$ cat src/rtl/paddle_controller.sv
// paddle_controller: turns two raw push-buttons into a clamped paddle position and
// a column mask. Each button is synchronised and debounced. A press moves the paddle
// one column, and holding the button repeats the move. Pressing both buttons
// freezes the paddle until both are released.
module paddle_controller #(
    parameter int COL             = 4,
    parameter int PADDLE_W        = 2,
    parameter int DEBOUNCE_CYCLES = 4,
    parameter int REPEAT_CYCLES   = 8
) (
    input  logic                   clk,
    input  logic                   rst,
    input  logic                   btn_left,
    input  logic                   btn_right,
    output logic [COL-1:0]         down_player,
    output logic [$clog2(COL)-1:0] paddle_pos,
    output logic                   moved
);

    localparam int PW  = $clog2(COL);
    localparam int DBW = $clog2(DEBOUNCE_CYCLES + 1);
    localparam int RPW = $clog2(REPEAT_CYCLES);

    localparam logic [PW-1:0]  POS_MAX   = PW'(COL - PADDLE_W);
    localparam logic [PW-1:0]  POS_RST   = PW'((COL - PADDLE_W) / 2);
    localparam logic [DBW-1:0] DB_LAST   = DBW'(DEBOUNCE_CYCLES - 1);
    localparam logic [RPW-1:0] REP_LAST  = RPW'(REPEAT_CYCLES - 1);
    localparam logic [COL-1:0] MASK_BASE = COL'((1 << PADDLE_W) - 1);
    localparam logic [COL-1:0] MASK_RST  = MASK_BASE << POS_RST;

    typedef enum logic [1:0] {
        StIdle,
        StHoldL,
        StHoldR,
        StBoth
    } state_t;

    // Bit 0 carries the left button, bit 1 the right button.
    logic [1:0]          r_sync1;
    logic [1:0]          r_sync2;
    logic [1:0][DBW-1:0] r_cnt;
    logic [1:0][DBW-1:0] w_cnt_next;
    logic [1:0]          r_db;
    logic [1:0]          w_db_next;

    state_t              r_state;
    state_t              w_state_next;
    logic [RPW-1:0]      r_rep;
    logic [RPW-1:0]      w_rep_next;
    logic                w_step_l;
    logic                w_step_r;
    logic                w_dl;
    logic                w_dr;

    logic [PW-1:0]       r_pos;
    logic [PW-1:0]       w_pos_next;
    logic [COL-1:0]      r_mask;
    logic [COL-1:0]      w_mask_next;
    logic                r_moved;
    logic                w_moved_next;

    assign w_dl = r_db[0];
    assign w_dr = r_db[1];

    // Two-flop synchroniser for both raw buttons.
    always_ff @(posedge clk or posedge rst) begin
        if (rst) begin
            r_sync1 <= '0;
            r_sync2 <= '0;
        end else begin
            r_sync1 <= {btn_right, btn_left};
            r_sync2 <= r_sync1;
        end
    end

    // Debounce next-state. The level flips only after DEBOUNCE_CYCLES disagreeing samples in a row.
    always_comb begin
        for (int i = 0; i < 2; i++) begin
            w_db_next[i]  = r_db[i];
            w_cnt_next[i] = '0;
            if (r_sync2[i] != r_db[i]) begin
                if (r_cnt[i] == DB_LAST) begin
                    w_db_next[i] = r_sync2[i];
                end else begin
                    w_cnt_next[i] = r_cnt[i] + 1'b1;
                end
            end
        end
    end

    // Debounce state registers.
    always_ff @(posedge clk or posedge rst) begin
        if (rst) begin
            r_cnt <= '0;
            r_db  <= '0;
        end else begin
            r_cnt <= w_cnt_next;
            r_db  <= w_db_next;
        end
    end

    // Button FSM: next state, repeat counter and step requests.
    always_comb begin
        w_state_next = r_state;
        w_rep_next   = r_rep;
        w_step_l     = 1'b0;
        w_step_r     = 1'b0;
        unique case (r_state)
            StIdle: begin
                if (w_dl && !w_dr) begin
                    w_step_l     = 1'b1;
                    w_rep_next   = '0;
                    w_state_next = StHoldL;
                end else if (w_dr && !w_dl) begin
                    w_step_r     = 1'b1;
                    w_rep_next   = '0;
                    w_state_next = StHoldR;
                end else if (w_dl && w_dr) begin
                    w_state_next = StBoth;
                end
            end
            StHoldL: begin
                // The opposite button takes priority so that a chord never moves the paddle.
                if (w_dr) begin
                    w_state_next = StBoth;
                end else if (!w_dl) begin
                    w_state_next = StIdle;
                end else if (r_rep == REP_LAST) begin
                    w_step_l   = 1'b1;
                    w_rep_next = '0;
                end else begin
                    w_rep_next = r_rep + 1'b1;
                end
            end
            StHoldR: begin
                if (w_dl) begin
                    w_state_next = StBoth;
                end else if (!w_dr) begin
                    w_state_next = StIdle;
                end else if (r_rep == REP_LAST) begin
                    w_step_r   = 1'b1;
                    w_rep_next = '0;
                end else begin
                    w_rep_next = r_rep + 1'b1;
                end
            end
            StBoth: begin
                // Only a full release returns to idle; a partial release must not start a hold.
                if (!w_dl && !w_dr) begin
                    w_state_next = StIdle;
                end
            end
            default: begin
                w_state_next = StIdle;
            end
        endcase
    end

    // FSM state and repeat counter registers.
    always_ff @(posedge clk or posedge rst) begin
        if (rst) begin
            r_state <= StIdle;
            r_rep   <= '0;
        end else begin
            r_state <= w_state_next;
            r_rep   <= w_rep_next;
        end
    end

    // Clamped step. A step into the edge leaves the position unchanged and raises no pulse.
    always_comb begin
        w_pos_next = r_pos;
        if (w_step_l && (r_pos != '0)) begin
            w_pos_next = r_pos - 1'b1;
        end else if (w_step_r && (r_pos < POS_MAX)) begin
            w_pos_next = r_pos + 1'b1;
        end
        w_moved_next = (w_pos_next != r_pos);
        w_mask_next  = MASK_BASE << w_pos_next;
    end

    // Output registers. The mask is registered with the position so the two always agree.
    always_ff @(posedge clk or posedge rst) begin
        if (rst) begin
            r_pos   <= POS_RST;
            r_mask  <= MASK_RST;
            r_moved <= 1'b0;
        end else begin
            r_pos   <= w_pos_next;
            r_mask  <= w_mask_next;
            r_moved <= w_moved_next;
        end
    end

    assign paddle_pos  = r_pos;
    assign down_player = r_mask;
    assign moved       = r_moved;

endmodule

$ cat config.mk
export PLATFORM = sky130hd
export DESIGN_NAME = paddle_controller
export DESIGN_NICKNAME = d
export VERILOG_FILES = /design/src/rtl/paddle_controller.sv
export SDC_FILE = /design/constraint.sdc
export NUM_CORES = 1
export LEC_CHECK = 0
export ABC_AREA = 1
export CAP_MARGIN = 20
export CORE_ASPECT_RATIO = 0.5
export CORE_UTILIZATION = 42
export DETAILED_ROUTE_END_ITERATION = 6
export GPL_ROUTABILITY_DRIVEN = 0
export SLEW_MARGIN = 30
export SYNTH_ARGS = -nofsm -noshare
export SYNTH_HDL_FRONTEND = slang
export SYNTH_SLANG_ARGS = --single-unit
$ cat constraint.sdc
create_clock -name clk -period 1.6 [get_ports clk]
set_input_delay 0.16 -clock clk [delete_from_list [all_inputs] [get_ports clk]]
set_output_delay 0.16 -clock clk [all_outputs]
set_load 0.05 [all_outputs]
==> impl_metrics.yaml <==
floorplanning:
  die_x_um: 76.8
  core_um2: 2620
  fp.dieH_um: 39.4
  fp.dieArea_um2: 3020
  start_util_pct: 44.8
  rows: 13
  ios: 11
cts:
  post_cts_resized: 0
  cts_sinks: 23
  cts_setup_buffers: 0
  cts_tree: "yes"
  worstSkewPairLatency_ps: 260
  cts_root_buf: "clkbuf_8"
  cts_hold_buf: 0
  numCtsBuffers: 3
  clock_path_buffers: 2
  h-tree-depth: 1
  cts.clk_slew.worst_paths_ps: 80
grt:
  grt_pass1_vias: 734
  grt_pass1_wl_um: 3270
  grt_usage_pct: 14.8
  grt_start_max_net_pins: 24
  gr-total-overflow: 0
  antenna_found_initial: 0
worst_setup_path:
  cp.arrival_ps: 1680
  ff2ff_path_depth: 12
  path_max_fanout: 4
  crit_required_ps: 1800
  r2r_slack_ps: 130
  worstReg2RegStart: "r_rep[0]"
  reg2reg_to: "down_player[2]"
  crit_type: "reg2reg"
  critical_path.startpoint_type: "flip-flop"
  critPathCaptureType: "flip-flop"
placement:
  placed_cell_area_um2: 1340
  dp.cells: 176
  port_buffers: 10
  hpwl_um: 1430
  dp_slack_ps: 58.1
yosys:
  synth_area_per_cell_um2: 9.31
  yosys-top-cells-count: "nand2_1 (32), dfrtp_1 (20), ha_1 (13), inv_1 (13), o21ai_0 (8)"
  synth_top_area_cell: "dfrtp_1"
  syn_nets: 143
  syn-cell-area_um2: 1170
  yosysUniqueCellTypes: 20
  synth_top_area_share_pct: 42.6
  ys_ff_latch: 23
  synth_edf_count: 0
  post-synth-top-count-cell: "nand2_1"
  synth_seq_area_share_pct: 49.4
  yosys-top-cells-area: "dfrtp_1 (43%), ha_1 (14%), nand2_1 (10%)"
  synthCells: 126
  async_flop_share_pct: 100
  synth_ff_type: "dfrtp_1"
  yosys_warnings: 0
timing:
  rsz0062_at_grt: "no"
  hold_violations: 0
  finalWorstPathRequiredPeriod_ps: 1470
  fin_skew_ps: 1.03
  finalSetupViolations: 0
  slew-limit-headroom_pct: 81.1
  tightest_slew_ps: 281
  clock.fmax_mhz: 678
  period_share_pct: 92.1
  fin_tns_setup_ps: 0
  setup_ws_ps: 126
  slew_violations: 0
layout:
  diodes: 0
  nNetsFinal: 161
  layout-drive-gt1-share_pct: 22.4
  seqCellArea_um2: 579
  fin_cells: 180
  design_area_um2: 1410
  multi_input_area_um2: 553
  fillers: 237
  areaGrowthSynthToFinish_pct: 19.8
power_and_ir_drop:
  p_leak_uw: 0.000712
  irDropWorstVdd_uv: 928
  power_density_nw_per_um2: 2080
drt:
  drt-initial-drc-count: 69
  wl_per_cell_um: 10.4
  firstDrtPassIters: 4
  route.detailed.drc: 0
  finalWirelength_um: 1870
  ant_nets: 0
  vias_per_cell: 4.64
  vias: 836
hold_path:
  hp-class: "in2async"
job:
  maxCapViolCount: 0
outcome:
  status: "finished clean"
[routing by layer]
layer / vias to the layer above / GRT usage, % / share of wire (%)
met5: - / 0 / 0
met4: 0 / 5.77 / 0.96
met3: 2 / 4.88 / 2.8
met2: 8 / 21.4 / 40
met1: 389 / 20.3 / 56
li1: 437 / - / -
[report_power, final]
group,internal (uW),total [uW],switching [uW]
combinational,608,1620,1010
sequential,806,936,131
clock,174,363,189
total,1590,2920,1330
[cell type report]
type                    instances  share of cell area, %
clock buffers                   3                   2.94
multi-input cells              87                   39.3
inverters                      15                   4.00
flip-flops and latches         23                   41.2
well taps                      37                   3.29
clock inverters                 1                  0.356
repair buffers                 14                   8.90
[cells by family after synthesis]
| group | count (synthesis) | share of synthesized area, % |
|---|---|---|
| AOI/OAI and AO/OA | 14 | 6.50 |
| adders and majority gates | 13 | 13.9 |
| DFF | 23 | 49.4 |
| buffers and inverters | 16 | 5.44 |
| and+or+nand+nor | 58 | 23.3 |
| xor gates and xnor gates | 2 | 1.49 |
[critical path: stages (launching register included)]
cell     delay, ps
dfrtp_1        410
ha_2           200
ha_4           160
nand2_1         60
inv_1           40
nand2_1         70
nand2_2         70
nand2_1         80
nand2_1         60
nand2_1         80
nand2_2         60
nand2_1         60
nand2_1         60
[stage by stage]
| stage | hold slack (ps) | total power [uW] | util, % |
|---|---|---|---|
| after floorplan | 160 | 2090 | - |
| after global placement | 332 | 2520 | 51.1 |
| after detailed placement | 336 | 2540 | 51.1 |
| after CTS | 232 | 2920 | 52.8 |
| after global routing | 286 | 3190 | 53.7 |
| final | 223 | 2920 | 53.7 |
[registers in the layout, indices dropped and copies added (netlist names), 2 cells and up]
name / cells
r_sync1: 2
r_db: 2
down_player: 4
r_state: 2
r_cnt: 6
r_sync2: 2
r_rep: 3
[placed cells by master (no fill, tap or decap)]
cell type        synthesis  final
a211oi_2                 0      1
a21oi_1                  1      1
buf_12                   0      1
buf_4                    1     10
clkbuf_8                 0      3
clkdlybuf4s50_1          0      3
clkinv_2                 0      1
dfrtp_1                 20     20
dfstp_2                  3      3
ha_1                    13     10
ha_2                     0      2
ha_4                     0      1
inv_1                   13     13
inv_2                    2      2
nand2_1                 32     32
nand2_2                  5      5
nand2_4                  3      3
nand3_1                  4      4
nand3b_1                 2      2
nor2_1                   7      7
nor3_1                   4      4
nor3b_1                  1      1
o2111ai_1                1      1
o21ai_0                  8      8
o21ai_1                  3      3
xnor2_1                  2      2
[worst max-delay path by stage]
stage	end	slack, ps	depth (start not counted)	start
detailed placement	down_player[2]	60	12	r_rep[0]
CTS	down_player[2]	30	12	r_rep[0]
finish	down_player[2]	130	12	r_rep[0]
global placement	down_player[2]	80	12	r_rep[0]
global route	down_player[2]	10	12	r_state[0]
floorplan	down_player[2]	30	8	down_player[3]
Note: power is estimated with default switching activity, not from simulation.
==> variant, RTL diff (same settings) <==
Change the parameter `DEBOUNCE_CYCLES` from 4 to 2.
--- a/src/rtl/paddle_controller.sv
+++ b/src/rtl/paddle_controller.sv
@@ -7,3 +7,3 @@
     parameter int PADDLE_W        = 2,
-    parameter int DEBOUNCE_CYCLES = 4,
+    parameter int DEBOUNCE_CYCLES = 2,
     parameter int REPEAT_CYCLES   = 8
Behaviour: not the same (Yosys sat finds a counterexample within 10 cycles, from zero or initial values and one cycle with rst high).
==> variant against the original RTL <==
  * Cell area shrank 6.2%
  * Area after synthesis shrank 7.9%
  * Non-clock buffer count grew 3
  * Worst setup slack gained 0.0013 ns
  * Fmax is essentially flat
  * Wire length shrank 5.8%
  * Final cell count shrank 2.2%
  * Power grew 1.3%
  * Sequential cell count shrank 2
  * Critical path depth shrank 1
==> variant: results (changes against the original RTL) <==
| Metric | Value |
|---|---|
| Adder-cell share of the synthesized area | `12.7% (-1.1 points)` |
| Synth cell count leaders | `34 x nand2_1, 18 x dfrtp_1, 15 x inv_1` |
| Sequential Power Share | `30.0% (-2.1 points)` |
| Worst IR Drop VDD | `1290 uV (+39%)` |
| Worst path slowest cell | `dfrtp_1` |
| Post-synthesis mux area share | `0% (unchanged)` |
| Clock skew | `0.00336 ns (+0.00232 ns)` |
| Leakage power | `0.687 nW (-3.6%)` |
| R2r endpoint | `down_player[2]` |
| Ys Warns | `0 (unchanged)` |
| Clock transition at the registers of the reported paths | `0.08 ns (about the same)` |
| Status | `completed` |
| Routed wire length | `1760 um (-5.8%)` |
| Via count | `762 (-8.9%)` |
| Layout fillers | `216 (-8.9%)` |
| Comb power frac | `57.7% (+2.2 points)` |
| First-pass GRT wire length | `3040 um (-7.2%)` |
| Crit path DAT | `1.68 ns (about the same)` |
| Synth unique cells | `18 (-10%)` |
| Overall Global Routing Usage | `15.3% (+0.54 points)` |
| Detailed Place HPWL | `1310 um (-8.6%)` |
| Iter 0 DRT Violations | `59 (-14%)` |
| Root Buffer | `clkbuf_8` |
| Slew headroom | `82.0% (+0.86 points)` |
| Post-place setup slack | `0.0455 ns (-0.0126 ns)` |
| DR WL/cell | `9.98 um (-3.7%)` |
| Layout Nets | `157 (-2.5%)` |
| PD cells | `2240 nW/um^2 (+8.0%)` |
| Synth Area in Compound Gates | `7.06% (+0.56 points)` |
| Placed insts | `171 (-2.8%)` |
| Layout cells sized above 1 | `24.1% (+1.7 points)` |
| Synth area leaders | `dfrtp_1 42%, ha_1 13%, nand2_1 12%` |
| Sequential fraction of the synthesis area | `49.0% (-0.40 points)` |
| Largest net degree at the start of global routing | `22 (-8.3%)` |
| R2r setup slk | `0.13 ns` |
| Worst path top cell family by delay | `simple AND/OR/NAND/NOR gates` |
| Crit-path max FO | `6 (+2)` |
| Syn Nets | `136 (-4.9%)` |
| Crit path from | `r_rep[0]` |
| Sw Share | `46.4% (+0.82 points)` |
| Clock latency at the later pin of the worst-skew pair | `0.27 ns` |
| Synth Area in XOR/XNOR | `1.62% (+0.13 points)` |
| Ant. Diodes | `0 (unchanged)` |
| Hold slack final | `0.216 ns (-0.00750 ns)` |
| Post-Synthesis Cells | `121 (-4.0%)` |
| CP max stage delay | `0.41 ns (about the same)` |
| CTS buffer count | `3 (unchanged)` |
| Worst R2R Path Depth | `11 (-1)` |
| CTS Buffer Depth | `2 (unchanged)` |
| Post-synth ARST share | `100% (unchanged)` |
| Vias in the first global route | `672 (-8.4%)` |
[variant: final cells by class]
class,count,area (um^2),area share (%)
Clock inverter,1,7.51,0.569
Multi-Input combinational cell,81,482,36.5
Inverter,18,67.6,5.12
Timing Repair Buffer,17,148,11.2
Sequential cell,21,529,40.1
Clock buffer,3,41.3,3.13
Tap cell,35,43.8,3.32
[variant: metal layers]
| metal | part of all wire [%] | wire length (um) | track usage (%) | up-vias |
|---|---|---|---|---|
| met2 | 38 | 671 | 22.0 | 14 |
| met3 | 4.8 | 84 | 6.47 | 2 |
| met4 | 0.34 | 6 | 2.88 | 0 |
| met1 | 57 | 995 | 21.4 | 330 |
| met5 | 0 | 0 | 0 | - |
| li1 | - | - | - | 416 |
[variant: kinds of logic after synthesis]
logic type,after synthesis
buf+inv,19
simple gates,54
fa+ha+maj,11
flops,21
compound gates,14
xor+xnor,2
[variant: how the worst max path moves through the flow]
stage	cells past startpoint	slack (ns)	end
global placement	12	0.11	down_player[2]
CTS	12	0.03	down_player[2]
global route	8	0.006	r_state[0]
detailed placement	12	0.05	down_player[2]
finish	11	0.13	down_player[2]
floorplan	8	0.02	down_player[2]
[variant: what timing repair did]
| action | 4_1_cts | 5_1_grt |
|---|---|---|
| setup buffers | 0 | 1 |
| setup endpoints to repair | 0 | 4 |
| resized for setup | 0 | 3 |
| hold endpoints to repair | 0 | 0 |
[variant: tightest hold or removal path: stages]
cell	delay, ns
clkdlybuf4s50_1	0.40
inv_1	0.05
buf_4	0.26
[variant: per-stage QoR]
step | instance area, um^2 | utilization [%]
floorplan | 1080 | -
global placement | 1260 | 54.0
detailed placement | 1260 | 54.0
CTS | 1310 | 56.1
global route | 1320 | 56.7
finish | 1320 | 56.7
